`config.mk`:
```
export PLATFORM = sky130hd
export DESIGN_NAME = seq_divider
export DESIGN_NICKNAME = d
export VERILOG_FILES = /design/src/rtl/seq_divider.sv
export SDC_FILE = /design/constraint.sdc
export NUM_CORES = 1
export LEC_CHECK = 0
export ABC_CLOCK_PERIOD_IN_PS = 5300
export BUFFER_PORTS_ARGS = -buffer_cell sky130_fd_sc_hd__clkbuf_2
export CORE_ASPECT_RATIO = 1.1
export CORE_UTILIZATION = 52
export CTS_CLUSTER_DIAMETER = 120
export DETAILED_ROUTE_END_ITERATION = 8
export PLACE_DENSITY = 0.77
export SYNTH_ARGS = -nofsm -noshare
export SYNTH_HDL_FRONTEND = slang
export SYNTH_SLANG_ARGS = --single-unit
```
`constraint.sdc`:
```
create_clock -name i_clk -period 5.3 [get_ports i_clk]
set_input_delay 0.53 -clock i_clk [delete_from_list [all_inputs] [get_ports i_clk]]
set_output_delay 0.53 -clock i_clk [all_outputs]
set_load 0.01 [all_outputs]
```
`src/rtl/seq_divider.sv`:
```
// seq_divider: multi-cycle unsigned restoring divider, one quotient bit per clock.
//
// Ports:
//   i_clk          system clock, rising edge
//   i_rst          asynchronous active-high reset
//   i_start        start request, accepted in IDLE or DONE
//   i_dividend     unsigned dividend, sampled on the accepting edge
//   i_divisor      unsigned divisor, sampled on the accepting edge
//   o_quotient     registered quotient, held until the next accepted start
//   o_remainder    registered remainder, held until the next accepted start
//   o_busy         high while iterating
//   o_done         one-cycle pulse when results become valid
//   o_div_by_zero  set with o_done when the divisor was zero, held with results
module seq_divider #(
    parameter int unsigned WIDTH = 32
) (
    input  logic             i_clk,
    input  logic             i_rst,
    input  logic             i_start,
    input  logic [WIDTH-1:0] i_dividend,
    input  logic [WIDTH-1:0] i_divisor,
    output logic [WIDTH-1:0] o_quotient,
    output logic [WIDTH-1:0] o_remainder,
    output logic             o_busy,
    output logic             o_done,
    output logic             o_div_by_zero
);

    localparam int unsigned CW = (WIDTH > 1) ? $clog2(WIDTH) : 1;

    typedef enum logic [1:0] {
        S_IDLE = 2'd0,
        S_RUN  = 2'd1,
        S_DONE = 2'd2
    } state_t;

    state_t           r_state;
    logic [CW-1:0]    r_count;
    logic [WIDTH-1:0] r_q;
    logic [WIDTH:0]   r_rem;
    logic [WIDTH-1:0] r_divisor;

    state_t           w_state_nxt;
    logic [CW-1:0]    w_count_nxt;
    logic [WIDTH-1:0] w_q_nxt;
    logic [WIDTH:0]   w_rem_nxt;
    logic [WIDTH-1:0] w_divisor_nxt;
    logic [WIDTH-1:0] w_quot_nxt;
    logic [WIDTH-1:0] w_remd_nxt;
    logic             w_busy_nxt;
    logic             w_done_nxt;
    logic             w_dz_nxt;

    // One restoring step; an extra top bit keeps the borrow even for divisors >= 2^(WIDTH-1)
    logic [WIDTH+1:0] w_shift;
    logic [WIDTH+1:0] w_trial;
    logic             w_fits;
    logic [WIDTH:0]   w_rem_step;
    logic [WIDTH-1:0] w_q_step;
    logic             w_accept;

    assign w_shift    = {r_rem, r_q[WIDTH-1]};
    assign w_trial    = w_shift - {2'b00, r_divisor};
    assign w_fits     = ~w_trial[WIDTH+1];
    assign w_rem_step = w_fits ? w_trial[WIDTH:0] : w_shift[WIDTH:0];
    assign w_q_step   = WIDTH'({r_q, w_fits});
    assign w_accept   = i_start && (r_state != S_RUN);

    // Next-state and next-output logic
    always_comb begin
        w_state_nxt   = r_state;
        w_count_nxt   = r_count;
        w_q_nxt       = r_q;
        w_rem_nxt     = r_rem;
        w_divisor_nxt = r_divisor;
        w_quot_nxt    = o_quotient;
        w_remd_nxt    = o_remainder;
        w_busy_nxt    = 1'b0;
        w_done_nxt    = 1'b0;
        w_dz_nxt      = o_div_by_zero;

        case (r_state)
            S_IDLE, S_DONE: begin
                if (w_accept) begin
                    w_divisor_nxt = i_divisor;
                    w_dz_nxt      = 1'b0;
                    if (i_divisor == '0) begin
                        // Divide by zero completes on the accepting edge
                        w_state_nxt = S_DONE;
                        w_done_nxt  = 1'b1;
                        w_dz_nxt    = 1'b1;
                        w_quot_nxt  = '1;
                        w_remd_nxt  = i_dividend;
                    end else begin
                        w_state_nxt = S_RUN;
                        w_busy_nxt  = 1'b1;
                        w_q_nxt     = i_dividend;
                        w_rem_nxt   = '0;
                        w_count_nxt = '0;
                    end
                end else begin
                    w_state_nxt = S_IDLE;
                end
            end

            S_RUN: begin
                w_q_nxt     = w_q_step;
                w_rem_nxt   = w_rem_step;
                w_count_nxt = r_count + CW'(1);
                if (r_count == CW'(WIDTH - 1)) begin
                    w_state_nxt = S_DONE;
                    w_done_nxt  = 1'b1;
                    w_quot_nxt  = w_q_step;
                    w_remd_nxt  = w_rem_step[WIDTH-1:0];
                end else begin
                    w_busy_nxt  = 1'b1;
                end
            end

            default: begin
                w_state_nxt = S_IDLE;
            end
        endcase
    end

    // State and output registers
    always_ff @(posedge i_clk or posedge i_rst) begin
        if (i_rst) begin
            r_state       <= S_IDLE;
            r_count       <= '0;
            r_q           <= '0;
            r_rem         <= '0;
            r_divisor     <= '0;
            o_quotient    <= '0;
            o_remainder   <= '0;
            o_busy        <= 1'b0;
            o_done        <= 1'b0;
            o_div_by_zero <= 1'b0;
        end else begin
            r_state       <= w_state_nxt;
            r_count       <= w_count_nxt;
            r_q           <= w_q_nxt;
            r_rem         <= w_rem_nxt;
            r_divisor     <= w_divisor_nxt;
            o_quotient    <= w_quot_nxt;
            o_remainder   <= w_remd_nxt;
            o_busy        <= w_busy_nxt;
            o_done        <= w_done_nxt;
            o_div_by_zero <= w_dz_nxt;
        end
    end

endmodule

```
==> impl_metrics.yaml <==
status:
  status: "finished clean"
logic_synthesis:
  syn_area_sq_mm: 0.00904
  synth_enable_flop_cells: 0
  ys_dominant_reg_cell: "dfrtp_1"
  post_synth_num_cell_types: 61
  synth.avg_cell_area_sq_um: 9.23
  net_count_of_the_mapped_netlist: 1081
  synth_cells: 979
  yosysWarningCount: 0
  async_flop_share: 1.00
  synth_sequential_area_ratio: 0.473
  number_of_synthesized_register_bits: 171
clocking:
  cts_resized: 0
  clock_latency_on_the_worst_skew_pair_ns: 0.44
  cts_htree_levels: 4
  postCtsSetupRepairBufs: 0
  hold_buf_cts: 0
  cts-root-to-sink-buffers: 2
  cts.sink_count: 171
  cts_tree: "yes"
  cts_bufs_inserted: 17
  path_clk_slew_ns: 0.07
  ctsRootBufferMaster: "clkbuf_16"
routing:
  wl_per_cell_um: 17.2
  wirelength_um: 22800
  drtAntennaViolNets: 0
  drt-pass1-iter-count: 5
  vias_per_cell: 5.72
  dr_total_vias: 7614
  remaining_drc_errors: 0
  drt-initial-drc-count: 617
critical_path:
  timing.critical_path.depth: 10
  setup.worst_path.start_class: "flip-flop"
  worstRegToRegCells: 10
  worstPathArrival_ns: 4.07
  crit_path_max_fo: 26
  required_time_worst_endpoint_ns: 5.59
  worstPathCellList: "ha_1 > nand4_1 > nor3_1 > and4b_1 > and2_1 > a311o_2 > xor2_4 > buf_4 > mux2i_1 > o21ai_0"
  cp_num_buf_inv: 1
  critPathCaptureType: "flip-flop"
  worst_path_top_cell_family_by_delay: "simple AND/OR/NAND/NOR gates"
  worst-setup-path-type: "flip-flop to flip-flop"
  timing.critical_path.slowest_stage_cell: "xor2_4"
  slowest_delay_ns: 0.63
floorplanning:
  die_area_sq_mm: 0.0179
  num_rows: 50
  chipHeight_um: 140
  start_util: 0.531
  core_sq_mm: 0.0170
  boundaryPins: 134
  die_x_um: 128
global_routing:
  globalRouteMet1Util: 0.383
  grt_pass1_vias: 7318
  use_met3: 0.0355
  gr-usage-met2: 0.416
  gr-max-usage-layer: "met2"
  grt_max_degree: 83
  grt_first_pass_wirelength_um: 37600
  grt_antenna_before_repair: 0
  track_usage: 0.268
  grt_overflow: 0
place:
  io_buffers: 133
  place_congestion: 0.906
  place.detailed.hpwl_um: 16200
sta:
  max-slew-margin-rel: 0.240
  tightest_slew_ns: 1.14
  rsz0062_at_grt: "no"
  final_min_period_over_clock_period: 0.714
  report.final.hold_viol_count: 0
  finalSetupTns_ns: 0
  maxSlewViolCount: 0
  finalWorstPathRequiredPeriod_ns: 3.78
  fmax_mhz: 264
  finalClockSkew_ns: 0.0101
  finalSetupViolCount: 0
cells_and_area:
  design.final.nets: 1185
  flow.area_growth_from_synthesis_pct: 15.4
  final_util: 0.613
  final_cell_mix: "dfrtp_1 (171), clkbuf_2 (133), nand2_1 (122), nor2_1 (91), a21oi_1 (91)"
  count_of_inserted_antenna_diode_cells: 0
  number_of_filler_cells_placed_in_the_layout: 1506
  leading_cell_type_in_the_layout_fill_and_taps_excluded: "dfrtp_1"
  layout-drive-gt1-share: 0.203
pwr:
  power.density_cell_area_mw_per_mm2: 824
  static_leak_nw: 4.77
  power.total_mw: 8.60
  worst_ir_drop_vdd_uv: 539
run:
  maxCapViolations: 0
worst_hold_path:
  min_path_type: "input pin to asynchronous set/reset pin"
[Yosys cell counts, drive strengths merged (3+ instances only)]
master  number  area, sq um
dfrtp      171         4280
nand2      122          458
nor2        93          349
a21oi       91          455
o21ai       84          420
clkbuf      44          165
a31oi       40          250
inv         40          150
ha          34          425
mux2        33          372
nand3       27          135
mux2i       24          240
and3        23          145
xor2        18          176
buf         14         87.6
xnor2       12          105
a21o        11         82.6
nand2b       9         56.3
nor2b        8         50.1
nor3         8         40.0
nor4         8         50.1
a211oi       7         57.6
o211ai       6         50.1
and2         5         31.3
nand4        5         31.3
o21a         5         37.5
o21bai       4         30.0
or3          4         25.0
o31ai        3         27.5
[through the flow]
stage | std cells | hold slack, ns | setup slack, ns | area, sq um
2_1_floorplan | 979 | 0.465 | 0.138 | 9040
3_3_place_gp | 1298 | 0.467 | 1.71 | 9840
3_5_place_dp | 1298 | 0.466 | 1.66 | 9840
4_1_cts | 1330 | 0.234 | 1.58 | 10400
5_1_grt | 1330 | 0.269 | 1.23 | 10400
6_report | 1330 | 0.192 | 1.52 | 10400
[worst reg2reg max path, cell delays in order (launching register included)]
cell	delay, ns
dfrtp_1	0.42
ha_1	0.47
nand4_1	0.24
nor3_1	0.41
and4b_1	0.28
and2_1	0.13
a311o_2	0.15
xor2_4	0.63
buf_4	0.44
mux2i_1	0.34
o21ai_0	0.13
[cell families (layout without fill, tap and decap cells)]
group           after synthesis  after routing  synth area share
flops                       171            171             0.473
fa+ha+maj                    35             35            0.0493
simple gates                316            316             0.155
buf+inv                      98            215            0.0446
compound gates              272            272             0.179
mux                          57             57            0.0677
xor+xnor                     30             30            0.0311
[sequential cells by signal (all words and copies together) (netlist names)]
register,cells
o_quotient,32
r_q,32
r_rem,33
r_state,2
o_done,1
o_remainder,32
o_busy,1
o_div_by_zero,1
r_count,5
r_divisor,32
[final cells by class]
cell class,count,area [sq um],share of cell area
Multi-Input combinational cell,710,4370,0.419
Sequential cell,171,4280,0.410
Timing Repair Buffer,143,741,0.0710
Clock buffer,18,429,0.0412
Tap cell,234,293,0.0281
Clock inverter,14,158,0.0151
Inverter,40,155,0.0149
[per-layer routing]
metal	wire length (um)	up-vias	share of wire
li1	-	3660	-
met1	10500	3656	0.46
met2	10500	264	0.46
met3	1300	34	0.057
met4	457	0	0.020
met5	0	-	0
[where the power goes]
part | switching [mW] | internal, mW
combinational | 2.99 | 1.98
sequential | 0.410 | 1.95
clock | 0.563 | 0.704
[worst paths after layout]
path	from	slack, ns	to
setup / recovery	r_rem[26]	1.52	r_rem[19]
hold / removal	i_rst	0.19	r_q[27]
setup reg to reg	r_rem[26]	1.52	r_rem[19]
hold reg to reg	o_div_by_zero	0.49	o_div_by_zero
max in group asynchronous	i_rst	3.93	r_divisor[30]
min in group i_clk	i_divisor[12]	0.34	r_divisor[12]
Power figures use the tool's default switching activity.
